**src/rtl/pc_fetch_unit.sv**
```systemverilog
// Program counter plus the IR, MDR and ALUOut holding registers of the multicycle MIPS datapath.
// Drives the shared memory address and the decoded instruction fields.
module pc_fetch_unit #(
    parameter int               WIDTH    = 32,
    parameter logic [WIDTH-1:0] RESET_PC = 32'h0040_0000,
    parameter int               CNT_W    = 32
) (
    input  logic             clk,
    input  logic             rst,
    input  logic             PC_W,
    input  logic             Branch,
    input  logic             PC_Src,
    input  logic             PCJump,
    input  logic             IR_W,
    input  logic             InsDat,
    input  logic             zero,
    input  logic [WIDTH-1:0] alu_result,
    input  logic [WIDTH-1:0] mem_rdata,
    output logic [WIDTH-1:0] mem_addr,
    output logic [WIDTH-1:0] pc,
    output logic [WIDTH-1:0] ir,
    output logic [5:0]       Op,
    output logic [5:0]       Funct,
    output logic [4:0]       rs,
    output logic [4:0]       rt,
    output logic [4:0]       rd,
    output logic [15:0]      imm,
    output logic [WIDTH-1:0] mdr,
    output logic [WIDTH-1:0] alu_out,
    output logic [CNT_W-1:0] instr_count
);

    logic [WIDTH-1:0] pc_q, pc_d;
    logic [WIDTH-1:0] ir_q, ir_d;
    logic [WIDTH-1:0] mdr_q, alu_out_q;
    logic [CNT_W-1:0] cnt_q, cnt_d;

    logic             pc_en;
    logic [WIDTH-1:0] jump_target;
    logic [WIDTH-1:0] src_sel;

    // Jump target reuses the already-incremented pc, so it stays inside the current 256 MB segment.
    assign jump_target = {pc_q[WIDTH-1:WIDTH-4], ir_q[25:0], 2'b00};
    assign src_sel     = PC_Src ? alu_out_q : alu_result;
    assign pc_en       = PC_W | (Branch & zero);

    always_comb begin
        pc_d  = pc_q;
        ir_d  = ir_q;
        cnt_d = cnt_q;
        if (pc_en) begin
            pc_d = PCJump ? src_sel : jump_target;
        end
        if (IR_W) begin
            ir_d  = mem_rdata;
            cnt_d = cnt_q + CNT_W'(1);
        end
    end

    always_ff @(posedge clk) begin
        if (!rst) begin
            pc_q      <= RESET_PC;
            ir_q      <= '0;
            mdr_q     <= '0;
            alu_out_q <= '0;
            cnt_q     <= '0;
        end else begin
            pc_q      <= pc_d;
            ir_q      <= ir_d;
            mdr_q     <= mem_rdata;
            alu_out_q <= alu_result;
            cnt_q     <= cnt_d;
        end
    end

    assign mem_addr    = InsDat ? alu_out_q : pc_q;
    assign pc          = pc_q;
    assign ir          = ir_q;
    assign Op          = ir_q[31:26];
    assign Funct       = ir_q[5:0];
    assign rs          = ir_q[25:21];
    assign rt          = ir_q[20:16];
    assign rd          = ir_q[15:11];
    assign imm         = ir_q[15:0];
    assign mdr         = mdr_q;
    assign alu_out     = alu_out_q;
    assign instr_count = cnt_q;

endmodule
```
**config.mk**
```make
export PLATFORM = sky130hd
export DESIGN_NAME = pc_fetch_unit
export DESIGN_NICKNAME = d
export VERILOG_FILES = /design/src/rtl/pc_fetch_unit.sv
export SDC_FILE = /design/constraint.sdc
export NUM_CORES = 1
export LEC_CHECK = 0
export BUFFER_PORTS_ARGS = -buffer_cell sky130_fd_sc_hd__buf_2
export CORE_MARGIN = 5
export CORE_UTILIZATION = 35
export DETAILED_ROUTE_END_ITERATION = 10
export PLACE_DENSITY = 0.74
export SYNTH_ARGS = -nofsm -noshare
export SYNTH_HDL_FRONTEND = slang
export SYNTH_SLANG_ARGS = --single-unit
```
**constraint.sdc**
```tcl
create_clock -name clk -period 1.8 [get_ports clk]
set_input_delay 0.18 -clock clk [delete_from_list [all_inputs] [get_ports clk]]
set_output_delay 0.18 -clock clk [all_outputs]
set_load 0.05 [all_outputs]
```
Word-level counts from Yosys, hierarchy flattened --
Index checks and enable logic that the tools add are counted. Widths: inputs -> output; s select.
Storage, ports and cells: bits of input ports 73, register bits after elaboration 160, output and inout bits 235
Operators by class: reduce and logical (&&, ||, !) cells 1, bitwise logic cells 2, multiplexer cells 3, $add $sub $neg 1
Operator list (count):
- $mux 32 | 2
- $add 32x1->32 const B | 1
- $mux 28 | 1
- $reduce_and 2->1 | 1
- $and 1x1->1 | 1
- $or 1x1->1 | 1

Longest topological paths before layout --
Gate-level depths: netlist of run 1.
word-level depth 3, depth in mapped cells 6, depth with buffers taken out 5

Least setup slack after synthesis of run 1 --
OpenSTA, ideal clock, no wires.
kind flip-flop to flip-flop, from reg cnt_q[2], in the netlist instr_count[2], to reg cnt_q[24], in the netlist instr_count[24], buffers on the path 0, clock period less this slack 2.267 ns, stages on the path, launching flop included 5, arrival 2.197 ns, setup slack -0.467 ns, required time 1.730 ns, cell sequence dfxtp_1 > nand4_2 > or4_4 > or4_1 > a21oi_1
On the way: word-level cells in the longest chain between the ends 1
Ends and longest elaborated chain:
- start, declared | RTL line 36 | logic [CNT_W-1:0] cnt_q, cnt_d;
- start signal, assigned | RTL line 72 | cnt_q <= cnt_d;
- $add 32x1->32 | RTL line 56 | cnt_d = cnt_q + CNT_W'(1);
No other way between the ends. A chain may end at the register's enable or synchronous reset.

Final worst setup path of run 1 --
from reg cnt_q[13], in the netlist instr_count[13], to reg cnt_q[24], in the netlist instr_count[24]
The elaborated chain is that of the path after synthesis.

==> run_results.csv, run 1 <==
group,metric,value,unit
route,drt-met1-wl,9220,um
worst_setup_path,path_class,"register to register",
worst_setup_path,startpoint_type,"register",
worst_setup_path,cp-end-kind,"register",
clock_tree,htree_levels,4,
sta,finalSetupViolations,1,
yosys,yosysMostFrequentCell,"dfxtp_1",
route,dr_total_vias,6359,
clock_tree,cts_buffer_depth,2,
worst_setup_path,reg2reg_slack,-0.02,ns
route,firstDrtPassIters,5,
global_route,grt_overflow_total,0,
placed_design,gp_congestion,0.891,
sta,min_period_over_period,101,%
floorplanning,fp.dieH,148,um
sta,slew_violations,0,
worst_setup_path,arrival,2.15,ns
outcome,violations,"setup timing",
yosys,netlist.area_leader.share,47.8,%
clock_tree,clk_pin_slew,0.07,ns
finish,final_util,51.1,%
worst_setup_path,r2r-start,"instr_count[13]$_SDFFE_PN0P_",
hold_path,whs_path_depth,2,
route,wl_met2,10800,um
flow_run,max-cap-violations,0,
route,vias_per_cell,4.96,
clock_tree,cts_tree,"done",
placed_design,dp.final_hpwl,15700,um
finish,stdcell_count,1282,
placed_design,dp_worst_setup_slack,-0.0230,ns
placed_design,port_buffers,307,
route,drt-total-wl,22200,um
sta,slew-limit-headroom,60.7,%
worst_setup_path,reg2reg_depth,4,
sta,rsz0062_at_grt,"yes",
placed_design,dp_cells,1185,
route,avgRoutedWirePerCell,17.3,um
pwr,power.leakage,4.60,nW
worst_setup_path,r2r_end,"instr_count[24]$_SDFFE_PN0P_",
worst_setup_path,crit_chain,"nand4_1 -> or4_4 -> or4_1 -> a21oi_1",
yosys,synthCells,704,
route,drt.antenna.violating_nets,0,
floorplanning,die_w,148,um
finish,drive_above_1_share,41.6,%
floorplanning,initial_core_util,35.7,%
hold_path,hp-start,"mem_rdata[31]",
hold_path,hold_class,"primary input to register",
global_route,grt_pass1_wl,33700,um
yosys,ys.flop_type,"dfxtp_1",
hold_path,hold_path_end,"mdr[31]$_SDFF_PN0_",
clock_tree,cts_buffers,17,
floorplanning,core,0.0188,sq mm
worst_setup_path,crit_fanout,13,
outcome,status,"complete, but fails checks",
clock_tree,worstSkewPairLatency,0.41,ns
route,routed-wl-met3,1490,um
pwr,power_density,960,mW/mm^2
yosys,postSynth.asyncResetShare,0,%
floorplanning,row_count,50,
yosys,ys.warnings.count,0,
global_route,grt_usage,19.3,%
yosys,synthesis.nets,778,
yosys,netlist_top_cells_count,"dfxtp_1, nor2_1, and2_1, mux2i_1, a21oi_1",
sta,fin_crit,1.82,ns
global_route,grt_antenna_before_repair,1,
floorplanning,io_pins,308,
worst_setup_path,critPathRequiredTime,2.14,ns
worst_setup_path,cpPeakStageDelay,0.63,ns
worst_setup_path,cp_slowest_cell,"or4_4",
yosys,synth_area,0.00671,sq mm
floorplanning,die-area,0.0220,sq mm
sta,finalWorstSetupSlack,-0.0169,ns
yosys,yosys-top-cells-area,"dfxtp_1, mux2i_1, and2_1",
sta,fmax,550,MHz
pwr,peakVddDrop,0.565,mV
route,drc,0,
finish,nNetsFinal,1110,
sta,hold_violations,0,
route,dr.first_iter.drc_count,153,
yosys,yosys.area.top_type,"dfxtp_1",
sta,finClkSkew,0.00820,ns
finish,area_growth,43.1,%
sta,worst_pin_slew,0.589,ns
route,highest-signal-layer,"met5",
yosys,synth-seq-cells,160,
yosys,synth_cell_types,38,
global_route,grt_pass1_vias,6242,
clock_tree,clock-root-buffer,"clkbuf_16",
finish,antenna_cells,0,
yosys,ys_seq_area_share,47.8,%
yosys,synth_edf_count,0,
yosys,avgSynthCellArea,9.53,sq um
clock_tree,cts_sinks,160,
global_route,grt_start_max_net_pins,52,
[power by group]
part / total [W] / internal, W / switching (W)
clock network: 0.00330 / 0.00178 / 0.00153
registers: 0.00384 / 0.00369 / 0.000151
logic: 0.00207 / 0.000585 / 0.00149
total: 0.00922 / 0.00605 / 0.00317
[per-layer routing]
| metal | global-route usage [%] | up-vias |
|---|---|---|
| li1 | - | 3062 |
| met3 | 5.18 | 38 |
| met1 | 23.0 | 2998 |
| met4 | 7.30 | 2 |
| met2 | 33.3 | 259 |
| met5 | 0 | - |
[flip-flops by register name, indices dropped and copies added (netlist names)]
name,cells
mdr,32
pc,32
instr_count,32
ir,32
alu_out,32
[worst max-delay path: cells and delay by family (launching register included)]
family | cells | cell delay (ns)
AND/OR/NAND/NOR | 3 | 1.25
AO/OA/AOI/OAI | 1 | 0.13
flip-flops | 1 | 0.36
[stage by stage]
step	hold slack [ns]	area, sq um	TNS [ns]	total power (W)
5_1_grt	0.0111	9600	-0.288	0.00957
3_3_place_gp	0.396	8410	0	0.00586
4_1_cts	0.00642	9590	-0.0258	0.00930
6_report	0.0316	9600	-0.0169	0.00922
3_5_place_dp	0.399	8410	-0.0365	0.00588
2_1_floorplan	0.302	6830	-0.0535	0.00541
[cell usage in the layout, fill, tap and decap left out, types with 3 or more instances in the layout]
master and n:
and2_1 66, nand4_1 12, nand2_1 13, nand3_1 8
nor3_1 5, inv_4 3, nor4_1 5, or4_1 9
buf_2 307, mux2i_1 66, dfxtp_1 134, o31ai_1 9
or3_1 6, or4_4 3, inv_6 5, dlygate4sd3_1 62
a21oi_1 43, nor2_1 106, dfxtp_4 21, o21ai_0 7
dfxtp_2 5, inv_1 5, clkbuf_16 17, xor2_1 3
xnor2_1 9, buf_12 3, clkinvlp_4 5, a211oi_1 30
mux2_2 32, buf_4 29
[cells by family after synthesis]
group                    Yosys count  synth area share, %
flip-flops                       160                 47.8
AND/OR/NAND/NOR                  245                 18.9
adder cells (fa/ha/maj)            1                0.187
AO/OA/AOI/OAI                     94                 8.64
multiplexers                      98                 15.2
XOR/XNOR                          12                 1.57
buffers and inverters             94                 7.74
[final cells by class]
cell class	count	area (sq um)
Timing Repair Buffer	401	2430
Fill cell	1670	9170
Clock buffer	17	425
Tap cell	234	293
Sequential cell	160	3290
Inverter	6	23.8
Clock inverter	14	105
Multi-Input combinational cell	450	3030
[how the worst max path moves through the flow]
stage / start / endpoint / slack [ns] / cells after the start
CTS: instr_count[13]$_SDFFE_PN0P_ / instr_count[24]$_SDFFE_PN0P_ / -0.02 / 4
detailed placement: instr_count[2]$_SDFFE_PN0P_ / instr_count[21]$_SDFFE_PN0P_ / -0.02 / 4
global route: instr_count[13]$_SDFFE_PN0P_ / instr_count[24]$_SDFFE_PN0P_ / -0.07 / 4
floorplan: instr_count[3]$_SDFFE_PN0P_ / instr_count[24]$_SDFFE_PN0P_ / -0.04 / 4
finish: instr_count[13]$_SDFFE_PN0P_ / instr_count[24]$_SDFFE_PN0P_ / -0.02 / 4
global placement: instr_count[13]$_SDFFE_PN0P_ / instr_count[24]$_SDFFE_PN0P_ / 0.001 / 4
[timing repair]
item	in CTS	in global routing
buffers inserted	3	1
pin swaps	1	1
gates resized for setup	0	1
setup endpoints to repair	4	9
hold endpoints to repair	73	0
hold buffers	62	0
No activity file was read; power rests on OpenSTA's default activity.
==> inputs of run 2 (changes only) <==
REMOVE_ABC_BUFFERS = 1   (was not set)
SETUP_SLACK_MARGIN = 0.5   (was not set)
==> run_results.csv, run 2 (synthesis results as in run 1) <==
group,metric,value,unit
outcome,status,"complete, but fails checks",
outcome,violations,"setup timing",
floorplanning,die_w,148,um
route,vias_per_cell,5.14,
pwr,power_density,875,mW/mm^2
worst_setup_path,cp-startpoint,"instr_count[0]$_SDFFE_PN0P_",
global_route,grt_overflow_total,0,
clock_tree,cts_tree,"done",
sta,hold_violations,0,
clock_tree,clk_pin_slew,0.06,ns
flow_run,max-cap-violations,0,
hold_path,hold_class,"primary input to register",
floorplanning,row_count,50,
worst_setup_path,critical_path_buf_inv_count,1,
clock_tree,clock-root-buffer,"clkbuf_16",
worst_setup_path,startpoint_type,"register",
sta,finClkSkew,0.00970,ns
clock_tree,worstSkewPairLatency,0.41,ns
worst_setup_path,critPathRequiredTime,2.14,ns
finish,nNetsFinal,1183,
worst_setup_path,critical-path-top-cell-by-count,"or4_4",
sta,fin_crit,1.87,ns
worst_setup_path,reg2reg_depth,5,
pwr,peakVddDrop,0.565,mV
clock_tree,cts_sinks,160,
floorplanning,die-area,0.0220,sq mm
sta,finalSetupViolations,11,
worst_setup_path,crit_fanout,5,
worst_setup_path,arrival,2.21,ns
sta,whs,0.00695,ns
floorplanning,fp.dieH,148,um
sta,fin_setup_tns,-0.445,ns
worst_setup_path,reg2reg_slack,-0.07,ns
worst_setup_path,r2r_end,"instr_count[23]$_SDFFE_PN0P_",
route,drt.antenna.violating_nets,0,
worst_setup_path,crit_end,"instr_count[23]$_SDFFE_PN0P_",
global_route,grt_usage,21.2,%
finish,final_common_cell,"buf_2",
worst_setup_path,cp-end-kind,"register",
sta,finalWorstSetupSlack,-0.0687,ns
worst_setup_path,path_class,"register to register",
global_route,grt_antenna_before_repair,1,
sta,worst_pin_slew,0.530,ns
global_route,grt_pass1_vias,6887,
global_route,grt_start_max_net_pins,94,
finish,drive_above_1_share,52.9,%
placed_design,gp_congestion,0.827,
placed_design,dp_cells,1211,
placed_design,port_buffers,307,
finish,area_growth,69.9,%
sta,min_period_over_period,104,%
placed_design,dp.final_hpwl,15200,um
global_route,grt_pass1_wl,37400,um
floorplanning,initial_core_util,35.7,%
worst_setup_path,r2r-start,"instr_count[0]$_SDFFE_PN0P_",
finish,nFillCells,1410,
route,drc,0,
route,firstDrtPassIters,5,
sta,slew-limit-headroom,64.6,%
route,dr_total_vias,6980,
worst_setup_path,crit_chain,"buf_6 -> nand3_4 -> or4_4 -> or4_4 -> a21oi_2",
worst_setup_path,cp.depth,5,
floorplanning,core,0.0188,sq mm
worst_setup_path,cpLargestDelayFamily,"simple AND/OR/NAND/NOR gates",
worst_setup_path,cp_slowest_cell,"or4_4",
placed_design,placed_cell_area,0.00849,sq mm
worst_setup_path,cpPeakStageDelay,0.60,ns
finish,layout_common_cells,"buf_2, buf_4, nor2_1, dfxtp_1, dfxtp_2",
sta,fmax,535,MHz
clock_tree,cts_buffer_depth,2,
pwr,power.leakage,5.37,nW
finish,fin_area,0.0114,sq mm
finish,stdcell_count,1357,
clock_tree,cts_buffers,17,
sta,slew_violations,0,
route,dr.first_iter.drc_count,321,
route,drt-total-wl,25900,um
placed_design,dp_worst_setup_slack,-0.0953,ns
clock_tree,htree_levels,4,
route,avgRoutedWirePerCell,19.1,um
floorplanning,io_pins,308,
sta,rsz0062_at_grt,"yes",
run 2: cell types whose count changed in the layout (fill, tap and decap cells not counted), sizes merged, moves of 2 or more:
cell	change
or4	+2
dlygate4sd3	-4
bufinv	+2
buf	+47
clkbuf	+29
inv	-3
run 2: worst min-delay path by stage:
| stage | start | endpoint | slack [ns] | cells after the start |
|---|---|---|---|---|
| 2_1_floorplan | rst | pc[22]$_SDFFE_PN1P_ | 0.24 | 1 |
| 3_3_place_gp | mem_rdata[1] | mdr[1]$_SDFF_PN0_ | 0.40 | 2 |
| 3_5_place_dp | alu_result[1] | alu_out[1]$_SDFF_PN0_ | 0.40 | 2 |
| 4_1_cts | mem_rdata[21] | mdr[21]$_SDFF_PN0_ | 0.0004 | 2 |
| 5_1_grt | mem_rdata[21] | mdr[21]$_SDFF_PN0_ | 0.00007 | 2 |
| 6_report | mem_rdata[21] | mdr[21]$_SDFF_PN0_ | 0.007 | 2 |
run 2: routing by layer:
| metal | GRT usage [%] | vias up | part of all wire [%] |
|---|---|---|---|
| met5 | 0 | - | 0 |
| met4 | 7.34 | 0 | 2.5 |
| met3 | 6.43 | 53 | 8.2 |
| met2 | 37.1 | 359 | 52 |
| met1 | 24.7 | 3366 | 37 |
| li1 | - | 3202 | - |
run 2: area by class of cell:
cell class | count | area [sq um] | share of cell area [%]
clock buffer | 18 | 429 | 3.77
antenna | 1 | 2.50 | 0.0220
multi-input combinational | 452 | 3380 | 29.6
sequential | 160 | 3330 | 29.2
clock inverter | 14 | 155 | 1.36
timing repair buffer | 472 | 3790 | 33.3
tap | 234 | 293 | 2.57
inverter | 6 | 26.3 | 0.231
run 2: where the power goes:
group | leakage, nW | switching (W) | internal, W
registers | 1.35 | 0.000143 | 0.00373
logic | 3.75 | 0.00160 | 0.000887
clock network | 0.270 | 0.00155 | 0.00207
total | 5.37 | 0.00329 | 0.00668
run 2: per-stage QoR:
step                util (%)  total power [W]
CTS                     57.4          0.00987
global route            60.7           0.0103
floorplan                  -          0.00527
detailed placement      45.3          0.00590
global placement        45.3          0.00588
finish                  60.7          0.00997
run 2: repair_timing:
action,in CTS,in global routing
hold buffers,57,1
endpoints found under the setup margin,116,134
gates resized for setup,312,129
gates cloned,2,0
setup buffers,25,28
pin swaps,32,28
endpoints found under the hold margin,60,1
